--- src/rtl/cla_pipe.sv ---
// Pipelined carry-lookahead adder/subtractor with C/V/Z flags.
// The operand is split into STAGES equal slices. Stage k adds slice k using
// the carry registered by stage k-1. Results already computed, together with
// the operand slices not yet added, move forward with the data. A single
// advance signal stalls or shifts every stage at once.
module cla_pipe #(
  parameter int WIDTH  = 64,
  parameter int STAGES = 4,
  parameter int GROUP  = 4
) (
  input  logic             in_clk,
  input  logic             in_reset,
  input  logic             in_valid,
  output logic             out_ready,
  input  logic [WIDTH-1:0] in_x,
  input  logic [WIDTH-1:0] in_y,
  input  logic             in_carry,
  input  logic             in_sub,
  output logic             out_valid,
  input  logic             in_ready,
  output logic [WIDTH-1:0] out_sum,
  output logic             out_carry,
  output logic             out_overflow,
  output logic             out_zero
);

  localparam int SW   = WIDTH / STAGES;            // slice width
  localparam int NG   = SW / GROUP;                // lookahead groups per slice
  localparam int NOPS = (STAGES > 1) ? STAGES - 1 : 1;
  localparam int LAST = STAGES - 1;

  // Lookahead adder for one slice. Returns {carry_out, sum}. Group generate
  // and propagate terms set the carry into each group. Inside a group each
  // bit's carry is built from the prefix generate/propagate terms and the
  // group carry-in, not from the previous bit's carry.
  function automatic logic [SW:0] cla_add(input logic [SW-1:0] a,
                                          input logic [SW-1:0] b,
                                          input logic          cin);
    logic [SW-1:0] g;
    logic [SW-1:0] p;
    logic [SW-1:0] s;
    logic [NG:0]   gc;
    logic          gg;
    logic          gp;
    logic          pg;
    logic          pp;
    g     = a & b;
    p     = a ^ b;
    s     = '0;
    gc    = '0;
    gc[0] = cin;
    for (int n = 0; n < NG; n++) begin
      gg = 1'b0;
      gp = 1'b1;
      for (int j = 0; j < GROUP; j++) begin
        gg = g[n*GROUP+j] | (p[n*GROUP+j] & gg);
        gp = gp & p[n*GROUP+j];
      end
      gc[n+1] = gg | (gp & gc[n]);
    end
    for (int n = 0; n < NG; n++) begin
      pg = 1'b0;
      pp = 1'b1;
      for (int j = 0; j < GROUP; j++) begin
        s[n*GROUP+j] = p[n*GROUP+j] ^ (pg | (pp & gc[n]));
        pg = g[n*GROUP+j] | (p[n*GROUP+j] & pg);
        pp = pp & p[n*GROUP+j];
      end
    end
    return {gc[NG], s};
  endfunction

  // Pipeline state
  logic [STAGES-1:0] valid_q;
  logic [WIDTH-1:0]  sum_q   [STAGES];
  logic              carry_q [STAGES];
  logic [WIDTH-1:0]  x_q     [NOPS];
  logic [WIDTH-1:0]  y_q     [NOPS];
  logic              ovf_q;
  logic              zero_q;

  // Per-stage inputs and next-state values
  logic [WIDTH-1:0]  src_x   [STAGES];
  logic [WIDTH-1:0]  src_y   [STAGES];
  logic              src_c   [STAGES];
  logic [WIDTH-1:0]  src_sum [STAGES];
  logic [WIDTH-1:0]  sum_d   [STAGES];
  logic              carry_d [STAGES];
  logic              ovf_d;
  logic              zero_d;

  logic              advance;
  logic [WIDTH-1:0]  y_eff;
  logic              cin_eff;

  // The whole pipe moves when the output slot is empty or being consumed.
  assign advance   = in_ready | ~valid_q[LAST];
  assign out_ready = advance;

  // Subtract is x + ~y + ~borrow.
  assign y_eff   = in_sub ? ~in_y : in_y;
  assign cin_eff = in_sub ? ~in_carry : in_carry;

  assign src_x[0]   = in_x;
  assign src_y[0]   = y_eff;
  assign src_c[0]   = cin_eff;
  assign src_sum[0] = '0;

  // Each stage reads what the previous stage registered.
  for (genvar k = 1; k < STAGES; k++) begin : g_link
    assign src_x[k]   = x_q[k-1];
    assign src_y[k]   = y_q[k-1];
    assign src_c[k]   = carry_q[k-1];
    assign src_sum[k] = sum_q[k-1];
  end

  for (genvar k = 0; k < STAGES; k++) begin : g_stage
    logic [SW:0] r;
    assign r = cla_add(src_x[k][k*SW +: SW], src_y[k][k*SW +: SW], src_c[k]);
    assign carry_d[k] = r[SW];

    // Pass lower result slices through and insert this stage's slice.
    always_comb begin
      // NOTE: assign the whole vector first so no path leaves it unassigned (no latch).
      sum_d[k]              = src_sum[k];
      sum_d[k][k*SW +: SW]  = r[SW-1:0];
    end
  end

  // Flags come from the complete result in the final stage.
  assign ovf_d  = (src_x[LAST][WIDTH-1] == src_y[LAST][WIDTH-1]) &
                  (sum_d[LAST][WIDTH-1] != src_x[LAST][WIDTH-1]);
  assign zero_d = ~|sum_d[LAST];

  // Beat valid bits: cleared by reset, shifted on advance.
  always_ff @(posedge in_clk) begin
    if (in_reset) begin
      valid_q <= '0;
    end else if (advance) begin
      for (int k = STAGES - 1; k > 0; k--) begin
        valid_q[k] <= valid_q[k-1];
      end
      valid_q[0] <= in_valid;
    end
  end

  // Datapath registers: load on advance, hold otherwise.
  always_ff @(posedge in_clk) begin
    // NOTE: data registers have no reset; the valid bits alone say whether they mean anything.
    if (advance) begin
      for (int k = 0; k < STAGES; k++) begin
        sum_q[k]   <= sum_d[k];
        carry_q[k] <= carry_d[k];
      end
      for (int k = 0; k < STAGES - 1; k++) begin
        x_q[k] <= src_x[k];
        y_q[k] <= src_y[k];
      end
      ovf_q  <= ovf_d;
      zero_q <= zero_d;
    end
  end

  assign out_valid    = valid_q[LAST];
  assign out_sum      = sum_q[LAST];
  assign out_carry    = carry_q[LAST];
  assign out_overflow = ovf_q;
  assign out_zero     = zero_q;

endmodule

--- config.mk ---
export PLATFORM = sky130hd
export DESIGN_NAME = cla_pipe
export DESIGN_NICKNAME = d
export VERILOG_FILES = /design/src/rtl/cla_pipe.sv
export SDC_FILE = /design/constraint.sdc
export NUM_CORES = 1
export LEC_CHECK = 0
export ABC_CLOCK_PERIOD_IN_PS = 26600
export CAP_MARGIN = 20
export CORE_MARGIN = 4
export CORE_UTILIZATION = 60
export CTS_BUF_LIST = sky130_fd_sc_hd__clkbuf_4 sky130_fd_sc_hd__clkbuf_8
export CTS_CLUSTER_DIAMETER = 60
export DETAILED_ROUTE_END_ITERATION = 6
export PLACE_DENSITY = 0.86
export RECOVER_POWER = 50
export SYNTH_ARGS = -nofsm -noshare
export SYNTH_HDL_FRONTEND = slang
export SYNTH_SLANG_ARGS = --single-unit
export TNS_END_PERCENT = 100
--- constraint.sdc ---
create_clock -name in_clk -period 26.6 [get_ports in_clk]
set_input_delay 5.32 -clock in_clk [delete_from_list [all_inputs] [get_ports in_clk]]
set_output_delay 5.32 -clock in_clk [all_outputs]
set_load 0.005 [all_outputs]
# Yosys cells after proc, flatten, opt, wreduce, memory -nomap -nowiden
# Memory sizes are Yosys's and may differ from the RTL's.
# Index checks and enable logic that the tools add are counted.
# Widths: inputs -> output; s select.
[classes]
n_addsub = 0
n_mul = 0
n_div = 0
n_lt_le_gt_ge = 0
eq_ne = 2
n_shift = 0
mux = 4
bitwise_logic = 349
reduce_logical = 2
[op_table]
columns = ["operator", "count"]
rows = [
  ["$and 1x1->1", 161],
  ["$or 1x1->1", 113],
  ["$and 16x16->16", 4],
  ["$mux 64", 1],
  ["$not 64->64", 1],
  ["$reduce_or 64->1", 1],
  ["$xor 1x1->1", 64],
  ["$xor 16x16->16", 4],
  ["$mux 1", 3],
  ["$not 1->1", 2],
  ["$eq 1x1->1", 1],
  ["$logic_not 1->1", 1],
  ["$ne 1x1->1", 1],
]
[word_totals]
reg_bits = 6
latchBits = 0
ramBits = 644
romBits = 0
in_bits = 134
output_inout_bits = 69
elab_cells = 364
memories = 4
[mem_list]
columns = ["memory", "words", "word_bits", "read_ports", "rd_clocked_by_memory_dff", "wr", "line", "source"]
rows = [
  ["sum_q", 4, 64, 4, 0, 4, "75", "logic [WIDTH-1:0] sum_q [STAGES];"],
  ["x_q", 3, 64, 3, 0, 3, "77", "logic [WIDTH-1:0] x_q [NOPS];"],
  ["y_q", 3, 64, 3, 0, 3, "78", "logic [WIDTH-1:0] y_q [NOPS];"],
  ["carry_q", 4, 1, 4, 0, 4, "76", "logic carry_q [STAGES];"],
]

# Longest topological paths before layout
# Gate-level depths: netlist of run 1.
# An unclocked memory read counts as a cell.
[depth]
word_depth = 18
ltp_mapped = 14
ltp_nobuf = 14

# Worst setup path after synthesis of run 1
# No wires, ideal clock.
[synth_timing]
kind = "input -> output"
from = "input in_ready"
to = "output out_ready"
t_arrival_ns = 15.275
required_time_ns = 21.280
setup_slack_ns = 6.005
path_stages = 2
n_path_buf = 1
cell_sequence = "nand2b_1 clkbuf_1"
[synth_between]
elab_chain_cells = 1
[synth_rtl]
columns = ["item", "line", "source"]
rows = [
  ["start, declared", "20", "input logic in_ready,"],
  ["$or 1x1->1", "97", "assign advance = in_ready | ~valid_q[LAST];"],
  ["end, declared", "14", "output logic out_ready,"],
]
# No other way between the ends.

# Final worst setup path of run 1
# Same ends and word-level chain as after synthesis.

==> results of run 1 <==
## kinds of logic (layout without fill, tap and decap cells)
group,after synthesis,in the layout
adders and majority gates,80,80
xor gates and xnor gates,106,106
AOI/OAI and AO/OA,91,91
muxes,4,4
DFF,362,362
and+or+nand+nor,94,94
buffers and inverters,34,333
## metal layers
metal / routed length [µm] / share of wire / vias to the layer above / track usage
met1: 9540 / 0.39 / 3433 / 0.225
met5: 0 / 0 / - / 0
li1: - / - / 3484 / -
met3: 1610 / 0.066 / 43 / 0.0442
met4: 487 / 0.020 / 0 / 0.0581
met2: 12800 / 0.52 / 245 / 0.338
## final timing paths
| path | end | depth (start not counted) | from |
|---|---|---|---|
| min reg2reg | y_q[0][123]$_DFFE_PP_ | 0 | y_q[0][59]$_DFFE_PP_ |
| max | out_ready | 3 | in_ready |
| max reg2reg | y_q[0][105]$_DFFE_PP_ | 3 | valid_q[3]$_SDFFE_PP0P_ |
| min | y_q[0][123]$_DFFE_PP_ | 0 | y_q[0][59]$_DFFE_PP_ |
## area by class of cell
| class | instances | area share |
|---|---|---|
| clock buffer | 77 | 0.0531 |
| timing repair buffer | 207 | 0.116 |
| inverter | 26 | 0.00554 |
| multi-input combinational | 375 | 0.182 |
| sequential | 362 | 0.615 |
| tap | 319 | 0.0227 |
| clock inverter | 23 | 0.00547 |
## worst register-to-register path: stages, from the launching register on
cell and delay (ns):
dfxtp_1 0.31, nand2b_1 1.94, buf_4 1.05, buf_4 1.01
## metrics by stage
| stage | area [µm²] | power [µW] | hold slack [ns] | util |
|---|---|---|---|---|
| after floorplan | 14200 | 906 | 0.400 | - |
| after global placement | 16600 | 1030 | 0.400 | 0.711 |
| after detailed placement | 16600 | 1040 | 0.405 | 0.711 |
| after CTS | 17700 | 1460 | 0.407 | 0.755 |
| after global routing | 17600 | 1510 | 0.412 | 0.752 |
| final | 17600 | 1440 | 0.413 | 0.752 |
## power by group
part,switching (µW),internal [µW]
Sequential,44.4,769
Combinational,90.7,123
Clock,192,226
## cell usage after synthesis (3+ instances only)
library cell,n
a211oi_1,8
a21o_1,13
a21oi_1,18
and3_1,4
and4_1,4
clkbuf_1,8
dfxtp_1,4
edfxtp_1,358
fa_1,16
ha_1,64
inv_1,26
mux2i_1,3
nand2_1,9
nand2b_1,6
nand3_1,6
nand4_1,3
nor2_1,32
nor2b_1,4
nor3_1,3
nor4_1,14
o21ai_0,19
o21bai_1,4
xnor2_1,24
xor2_1,82
## flip-flops by register name, summed over array words and instances, names as in the netlist
signal and count:
carry_q 4, out_overflow 1, out_zero 1, sum_q 160, valid_q 4, x_q 96
y_q 96
==> summary.txt, run 1 <==
outcome = finished with violations
violations in the final reports = capacitance limit, slew limit
ratio of cells with drive above 1 in the final layout = 0.0841
dpl ws = 14.15 ns
Core Box Area = 23,400 µm²
highest-count cells in the layout ignoring fill and taps = 358 x edfxtp_1, 152 x clkdlybuf4s50_1, 82 x xor2_1, 64 x ha_1, 57 x clkbuf_8
delay-heaviest family, CP = simple AND/OR/NAND/NOR gates
final WL = 24,500 µm
minimum clock period = 14.12 ns
post-cts resize count = 0
# fillers = 1,406
main combinational cell family by area after synthesis = adder cells
slowest stage delay, CP = 2.06 ns
input/output buffers = 202
Inst Count DP = 1,289
Fin. Hold Viols = 0
Slew headroom = -1.98
Initial DRC Count = 370
HPWL Detailed = 17,100 µm
grt total ovfl = 0
Register Area = 10,800 µm²
total negative setup slack = 0 ns
Tcrit/Tclk final = 0.531
max-cap violation count = 2
CTS Buffer Depth = 3
Yosys top cell area share = 0.757
Syn Inst Count = 771
Vias/cell = 5.19
H-tree levels = 2
commonest non-fill, non-tap cell in the layout = edfxtp_1
mux share of post-synthesis cell area = 0.00291
Die Span Y = 162 µm
clock skew = 0.0135 ns
Crit Path Category = in -> out
Worst VDD drop = 0.0400 mV
Initial Util = 0.607
Post-synth EDFFs = 358
Worst-Skew Late Latency = 0.55 ns
die area = 26,200 µm²
max-slew violation count = 127
Area contributors post-synth = edfxtp_1 76%, ha_1 5.6%, xor2_1 5.1%
largest net degree at the start of global routing = 86
Routed Antenna Nets = 0
Final WS setup = 12.48 ns
gr usage total = 0.187
fin nets = 1,240
post-DR wirelength/cell = 17.6 µm
XOR/XNOR Fraction of Synth Area = 0.0654
drt drc = 0
compound-gate portion of the synthesized area = 0.0457
syn_nets = 985
simple-gate share of the synthesized area = 0.0351
Post-Synth Adder-Cell Area = 0.0790
chip width = 162 µm
# clock sinks = 362
worst min-delay path category = reg -> reg
Synth area leader = edfxtp_1
Syn Std Cell Area = 14,200 µm²
Post-CTS Setup Inserts = 0
WP data required = 21.28 ns
final std cells w/o fill = 1,389
sequential share of the synthesized area = 0.763
synthesis warning total = 0
worst-margin pin slew = 4.47 ns
CTS root buffer = clkbuf_8
achievable frequency = 70.8 MHz
drt pass-1 iters = 6
area of the multi-input gates = 3200 µm²
first-pass GRT wire length = 38,300 µm
num ports = 203
CP endpoint kind = output port
row count = 56
WP data arrival = 8.80 ns
number of global-route vias before repair = 7,622
async set-or-reset flop fraction in the synthesized netlist = 0
library cells used by synthesis = 54
cell chain of the critical path = dlygate4sd3_1 > nand2b_1 > clkdlybuf4s50_1
diodes inserted = 0
ys flop type = edfxtp_1
clock transition at the registers of the reported paths = 0.06 ns
CTS Hold Buffers Added = 0
Pwr Density = 82.0 nW/µm²
Avg Cell Area, Syn = 18.4 µm²
RePlAce Congestion = 0.802
R2R setup slack = 21.85 ns
CP Launch Type = primary input
P&R area growth vs syn = 24.0%
RSZ-0062 raised after global routing = no
Crit-path slowest cell = nand2b_1
final setup violation count = 0
via count = 7,205
Buffers & Inverters on Critical Path = 2
CP max FO = 64
CTS tree = yes
antenna violations before repair = 0
flip-flop and latch count after synthesis = 362
CTS Buf Count = 54
static leakage = 0.00681 µW
(Power assumes the default switching activity.)
==> run 2: changes to the inputs <==
--- a/config.mk
+++ b/config.mk
@@ -5,14 +5,14 @@
 export SDC_FILE = /design/constraint.sdc
 export NUM_CORES = 1
 export LEC_CHECK = 0
-export ABC_CLOCK_PERIOD_IN_PS = 26600
+export ABC_CLOCK_PERIOD_IN_PS = 11600
 export CAP_MARGIN = 20
 export CORE_MARGIN = 4
-export CORE_UTILIZATION = 60
+export CORE_UTILIZATION = 51
 export CTS_BUF_LIST = sky130_fd_sc_hd__clkbuf_4 sky130_fd_sc_hd__clkbuf_8
 export CTS_CLUSTER_DIAMETER = 60
 export DETAILED_ROUTE_END_ITERATION = 6
-export PLACE_DENSITY = 0.86
+export PLACE_DENSITY = 0.77
 export RECOVER_POWER = 50
 export SYNTH_ARGS = -nofsm -noshare
 export SYNTH_HDL_FRONTEND = slang
==> constraint.sdc (replaced) <==
create_clock -name in_clk -period 11.6 [get_ports in_clk]
set_input_delay 2.32 -clock in_clk [delete_from_list [all_inputs] [get_ports in_clk]]
set_output_delay 2.32 -clock in_clk [all_outputs]
set_load 0.005 [all_outputs]
==> run 2 against run 1 <==
  * Sequential cell count unchanged
  * Utilization down 10 points
  * Largest power group unchanged
  * Via count is 1.2% lower
  * Critical path type unchanged
  * The run still ends with capacitance limit, slew limit left
  * Register-to-register slack worse by 14 ns
  * Wire length fell by 1.9%
  * Worst hold slack worse by 0.012 ns
==> summary.txt, run 2 (synthesis gave the netlist of run 1 again) <==
total negative setup slack = 0 ns (unchanged)
RR Startpoint = valid_q[3]$_SDFFE_PP0P_
fin nets = 1,239 (-0.081%)
CP max FO = 70 (+9.4%)
row count = 60 (+7.1%)
Top reg by flops = sum_q
Routed Antenna Nets = 0 (unchanged)
CP endpoint kind = output port
hold slack = 0.401 ns (-0.0123 ns)
Final WS setup = 3.27 ns (-9.21 ns)
final WL = 24,000 µm (-1.9%)
Initial Util = 0.522 (-0.0842)
Vias/cell = 4.96 (-4.4%)
Crit Path Category = in -> out
ratio of cells with drive above 1 in the final layout = 0.0836 (-0.000466)
max-slew violation count = 138 (+8.7%)
die area = 30,600 µm² (+17%)
minimum clock period = 8.33 ns
post-cts resize count = 0 (unchanged)
HPWL Detailed = 16,800 µm (-1.9%)
violations in the final reports = capacitance limit, slew limit
WP data required = 9.28 ns (-12.00 ns)
Fin. Hold Viols = 0 (unchanged)
RSZ-0062 raised after global routing = no
chip width = 175 µm (+8.0%)
dpl ws = 5.08 ns (-9.07 ns)
Slew headroom = -1.13 (+0.855)
Pwr Density = 188 nW/µm² (+130%)
Initial DRC Count = 553 (+49%)
Post-Route Utilization = 0.651 (-0.101)
final std cells w/o fill = 1,436 (+3.4%)
H-tree levels = 2 (unchanged)
P&R area growth vs syn = 24.7%
post-DR wirelength/cell = 16.7 µm (-5.2%)
final setup violation count = 0 (unchanged)
CTS root buffer = clkbuf_8
first-pass GRT wire length = 37,500 µm (-2.3%)
largest net degree at the start of global routing = 211 (+150%)
gr usage total = 0.156 (-0.0317)
Tcrit/Tclk final = 0.718
hold path startpoint = y_q[0][53]$_DFFE_PP_
# clock sinks = 362 (unchanged)
num ports = 203 (unchanged)
worst-margin pin slew = 3.19 ns (-1.28 ns)
max-cap violation count = 3 (+1)
CP Launch Type = primary input
drt pass-1 iters = 5 (-1)
RePlAce Congestion = 0.818 (+2.0%)
via count = 7,121 (-1.2%)
CTS Buf Count = 55 (+1.9%)
clock transition at the registers of the reported paths = 0.06 ns (about the same)
outcome = finished with violations
commonest non-fill, non-tap cell in the layout = edfxtp_1
WP data arrival = 6.01 ns (-2.79 ns)
Worst-Skew Late Latency = 0.57 ns (+0.02 ns)
diodes inserted = 0 (unchanged)
Die Span Y = 175 µm (+8.0%)
CTS Buffer Depth = 3 (unchanged)
worst min-delay path category = reg -> reg
Largest register FFs = 160 (unchanged)
clock skew = 0.0295 ns (+0.0160 ns)
number of global-route vias before repair = 7,333 (-3.8%)
CTS tree = yes
static leakage = 0.00683 µW (+0.15%)
Inst Count DP = 1,340 (+4.0%)
antenna violations before repair = 0 (unchanged)
achievable frequency = 120 MHz
drt drc = 0 (unchanged)
CTS Hold Buffers Added = 0 (unchanged)
largest registers = sum_q (160), x_q (96), y_q (96)
Post-CTS Setup Inserts = 0 (unchanged)
Setup crit start = in_ready
input/output buffers = 202 (unchanged)
Worst VDD drop = 0.0823 mV (+110%)
grt total ovfl = 0 (unchanged)
Core Box Area = 27,200 µm² (+16%)
highest-count cells in the layout ignoring fill and taps = 358 x edfxtp_1, 152 x clkdlybuf4s50_1, 82 x xor2_1, 64 x ha_1, 57 x clkbuf_8
## run 2: changes by cell type in the layout (fill, tap and decap cells not counted), sizes merged
| cell | before | now |
|---|---|---|
| buf | 4 | 2 |
| bufinv | 0 | 1 |
| clkbuf | 79 | 78 |
| clkinv | 22 | 18 |
| clkinvlp | 1 | 0 |
| inv | 26 | 27 |
## run 2: layout make-up
cell class | count | area [µm²]
fill | 1933 | 9480
tap | 372 | 465
clock inverter | 20 | 116
multi-input combinational | 375 | 3210
sequential | 362 | 10800
clock buffer | 76 | 927
timing repair buffer | 205 | 2050
inverter | 26 | 97.6
## run 2: power breakdown
group / internal, µW / switching, µW / total (µW)
Sequential: 1760 / 103 / 1870
Combinational: 281 / 206 / 487
Clock: 536 / 445 / 981
## run 2: path summary, 6_finish.rpt
kind	to	slack, ns	depth (start not counted)
max	out_ready	3.27	3
min	y_q[0][117]$_DFFE_PP_	0.40	0
max reg2reg	sum_q[3][61]$_DFFE_PP_	7.58	2
min reg2reg	y_q[0][117]$_DFFE_PP_	0.40	0
## run 2: metrics by stage
stage,power [µW],area [µm²]
3_3_place_gp,2370,16700
5_1_grt,3500,17700
3_5_place_dp,2390,16700
6_report,3330,17700
2_1_floorplan,2070,14200
4_1_cts,3380,17700
## run 2: critical path, cell delays in order
cell and delay, ns:
dlygate4sd3_1 0.51, nand2b_1 2.30, clkdlybuf4s50_1 0.88
## run 2: metal layers
layer | vias to the layer above | wire, µm | GRT usage
li1 | 3467 | - | -
met2 | 210 | 12100 | 0.268
met1 | 3397 | 9890 | 0.195
met3 | 47 | 1420 | 0.0400
met4 | 0 | 561 | 0.0507
met5 | - | 0 | 0
==> run 3: changes to the inputs <==
--- a/config.mk
+++ b/config.mk
@@ -5,14 +5,14 @@
 export SDC_FILE = /design/constraint.sdc
 export NUM_CORES = 1
 export LEC_CHECK = 0
-export ABC_CLOCK_PERIOD_IN_PS = 11600
+export ABC_CLOCK_PERIOD_IN_PS = 8600
 export CAP_MARGIN = 20
 export CORE_MARGIN = 4
-export CORE_UTILIZATION = 51
+export CORE_UTILIZATION = 56
 export CTS_BUF_LIST = sky130_fd_sc_hd__clkbuf_4 sky130_fd_sc_hd__clkbuf_8
 export CTS_CLUSTER_DIAMETER = 60
 export DETAILED_ROUTE_END_ITERATION = 6
-export PLACE_DENSITY = 0.77
+export PLACE_DENSITY = 0.81
 export RECOVER_POWER = 50
 export SYNTH_ARGS = -nofsm -noshare
 export SYNTH_HDL_FRONTEND = slang
==> constraint.sdc (replaced) <==
create_clock -name in_clk -period 8.6 [get_ports in_clk]
set_input_delay 1.72 -clock in_clk [delete_from_list [all_inputs] [get_ports in_clk]]
set_output_delay 1.72 -clock in_clk [all_outputs]
set_load 0.005 [all_outputs]
==> run 3 against run 2 <==
  * Register-to-register slack got worse by 3.1 ns
  * Critical endpoint unchanged
  * Final cell count shrank 2.6%
  * Worst hold slack better by 0.0015 ns
  * Sequential share of layout area grew 0.23 points
  * Largest power group unchanged
  * Non-clock buffer count did not move
  * Total power up 33%
  * The flow still finishes with violations (capacitance limit, slew limit)
==> summary.txt, run 3 (synthesis gave the netlist of run 1 again) <==
post-DR wirelength/cell = 17.2 µm (+3.0%)
drt drc = 0 (unchanged)
WP data required = 6.88 ns (-2.40 ns)
Die Span Y = 167 µm (-4.4%)
Worst-Skew Late Latency = 0.57 ns (about the same)
number of global-route vias before repair = 7,457 (+1.7%)
Largest register FFs = 160 (unchanged)
Reg2Reg Depth = 13 (+11)
CTS Buf Count = 54 (-1.8%)
WHS Path Cells = 0 (unchanged)
drt pass-1 iters = 5 (unchanged)
H-tree levels = 2 (unchanged)
switching power = 1020 µW (+35%)
CTS tree = yes
minimum clock period = 6.48 ns
Initial Util = 0.567 (+0.0446)
clock skew = 0.0240 ns (-0.00549 ns)
DR top layer = met4
Routed Antenna Nets = 0 (unchanged)
Sequential Power Share = 0.565 (+0.005)
grt total ovfl = 0 (unchanged)
Comb pwr share = 0.149 (+0.003)
row count = 58 (-3.3%)
largest net degree at the start of global routing = 178 (-16%)
final setup violation count = 0 (unchanged)
violations in the final reports = capacitance limit, slew limit
CP max FO = 51 (-27%)
Clk network pwr share = 0.287 (-0.007)
clock transition at the registers of the reported paths = 0.05 ns (about the same)
sw frac = 0.228 (+0.00215)
chip width = 167 µm (-4.4%)
Fin. Hold Viols = 0 (unchanged)
ratio of cells with drive above 1 in the final layout = 0.0855 (+0.00188)
outcome = finished with violations
# clock sinks = 362 (unchanged)
Top reg by flops = sum_q
CTS Buffer Depth = 3 (unchanged)
Core Box Area = 25,000 µm² (-7.9%)
RePlAce Congestion = 0.832 (+1.7%)
largest registers = sum_q (160), x_q (96), y_q (96)
Worst VDD drop = 0.123 mV (+50%)
final WL = 24,100 µm (+0.27%)
CP endpoint kind = output port
Tot Pwr = 4450 µW (+33%)
CP Launch Type = primary input
Int Pwr = 3430 µW (+33%)
Post-CTS Setup Inserts = 0 (unchanged)
achievable frequency = 154 MHz
via count = 7,197 (+1.1%)
Routed met2 length = 12,300 µm (+0.99%)
met3 WL post-DR = 1850 µm (+30%)
die area = 28,000 µm² (-8.5%)
antenna violations before repair = 4 (+4)
worst-margin pin slew = 2.30 ns (-0.886 ns)
gr usage total = 0.168 (+0.0127)
first-pass GRT wire length = 37,400 µm (-0.27%)
RSZ-0062 raised after global routing = no
HPWL Detailed = 16,800 µm (+0.36%)
# fillers = 1,621 (-16%)
Slew headroom = -0.536 (+0.591)
Vias/cell = 5.15 (+3.8%)
worst min-delay path category = reg -> reg
fin nets = 1,238 (-0.081%)
input/output buffers = 202 (unchanged)
commonest non-fill, non-tap cell in the layout = edfxtp_1
WP data arrival = 4.76 ns (-1.25 ns)
total negative setup slack = 0 ns (unchanged)
P&R area growth vs syn = 24.2%
hold slack = 0.402 ns (+0.00146 ns)
CTS Hold Buffers Added = 0 (unchanged)
static leakage = 0.00680 µW (-0.31%)
highest-count cells in the layout ignoring fill and taps = 358 x edfxtp_1, 147 x clkdlybuf4s50_1, 82 x xor2_1, 64 x ha_1, 55 x clkbuf_8
Tcrit/Tclk final = 0.753
max-slew violation count = 52 (-62%)
num ports = 203 (unchanged)
met1 WL = 9260 µm (-6.3%)
CTS root buffer = clkbuf_8
Pwr Density = 252 nW/µm² (+34%)
post-cts resize count = 0 (unchanged)
max-cap violation count = 1 (-2)
Crit Path Category = in -> out
Initial DRC Count = 405 (-27%)
[run 3: changes by cell type in the layout (fill, tap and decap cells not counted), sizes merged]
| cell | before | now |
|---|---|---|
| buf | 2 | 4 |
| bufinv | 1 | 0 |
| clkbuf | 78 | 75 |
| clkdlybuf4s50 | 152 | 147 |
| clkinvlp | 0 | 2 |
| diode | 0 | 4 |
| dlygate4sd3 | 49 | 54 |
[run 3: per-stage QoR]
stage | worst slack, ns | util | instances | cell area, µm²
floorplan | 0.535 | - | 771 | 14200
global placement | 3.46 | 0.665 | 1298 | 16600
detailed placement | 3.33 | 0.665 | 1298 | 16600
CTS | 3.46 | 0.705 | 1394 | 17600
global route | 1.91 | 0.704 | 1398 | 17600
finish | 2.12 | 0.704 | 1398 | 17600
[run 3: final timing paths]
| path | slack [ns] | end | from |
|---|---|---|---|
| hold / removal | 0.40 | sum_q[1][15]$_DFFE_PP_ | sum_q[0][15]$_DFFE_PP_ |
| setup reg to reg | 4.47 | out_zero$_DFFE_PP_ | x_q[0][181]$_DFFE_PP_ |
| setup / recovery | 2.12 | out_ready | in_ready |
| hold reg to reg | 0.40 | sum_q[1][15]$_DFFE_PP_ | sum_q[0][15]$_DFFE_PP_ |
[run 3: critical path, stage by stage]
cell and delay, ns:
dlygate4sd3_1 0.53, nand2b_1 1.67, clkdlybuf4s50_1 0.79
[run 3: power by group through the flow]
stage          clock (µW)  sequential (µW)  combinational, µW
3_3_place_gp            0             2540                651
2_1_floorplan           0             2510                283
5_1_grt              1400             2550                721
3_5_place_dp            0             2550                676
6_report             1280             2510                662
4_1_cts              1320             2520                680
[run 3: per-layer routing]
layer | up-vias | GRT usage
li1 | 3478 | -
met1 | 3441 | 0.200
met2 | 225 | 0.294
met3 | 53 | 0.0477
met4 | 0 | 0.0632
met5 | - | 0
[run 3: cell type report]
class                           instances  area [µm²]  share of cell area
Inverter                               26        97.6             0.00554
Tap cell                              330         413              0.0234
Multi-Input combinational cell        375        3220               0.183
Clock buffer                           75         907              0.0514
Sequential cell                       362       10800               0.614
Timing Repair Buffer                  205        2050               0.117
Clock inverter                         21        98.8             0.00561
Antenna cell                            4        10.0            0.000568
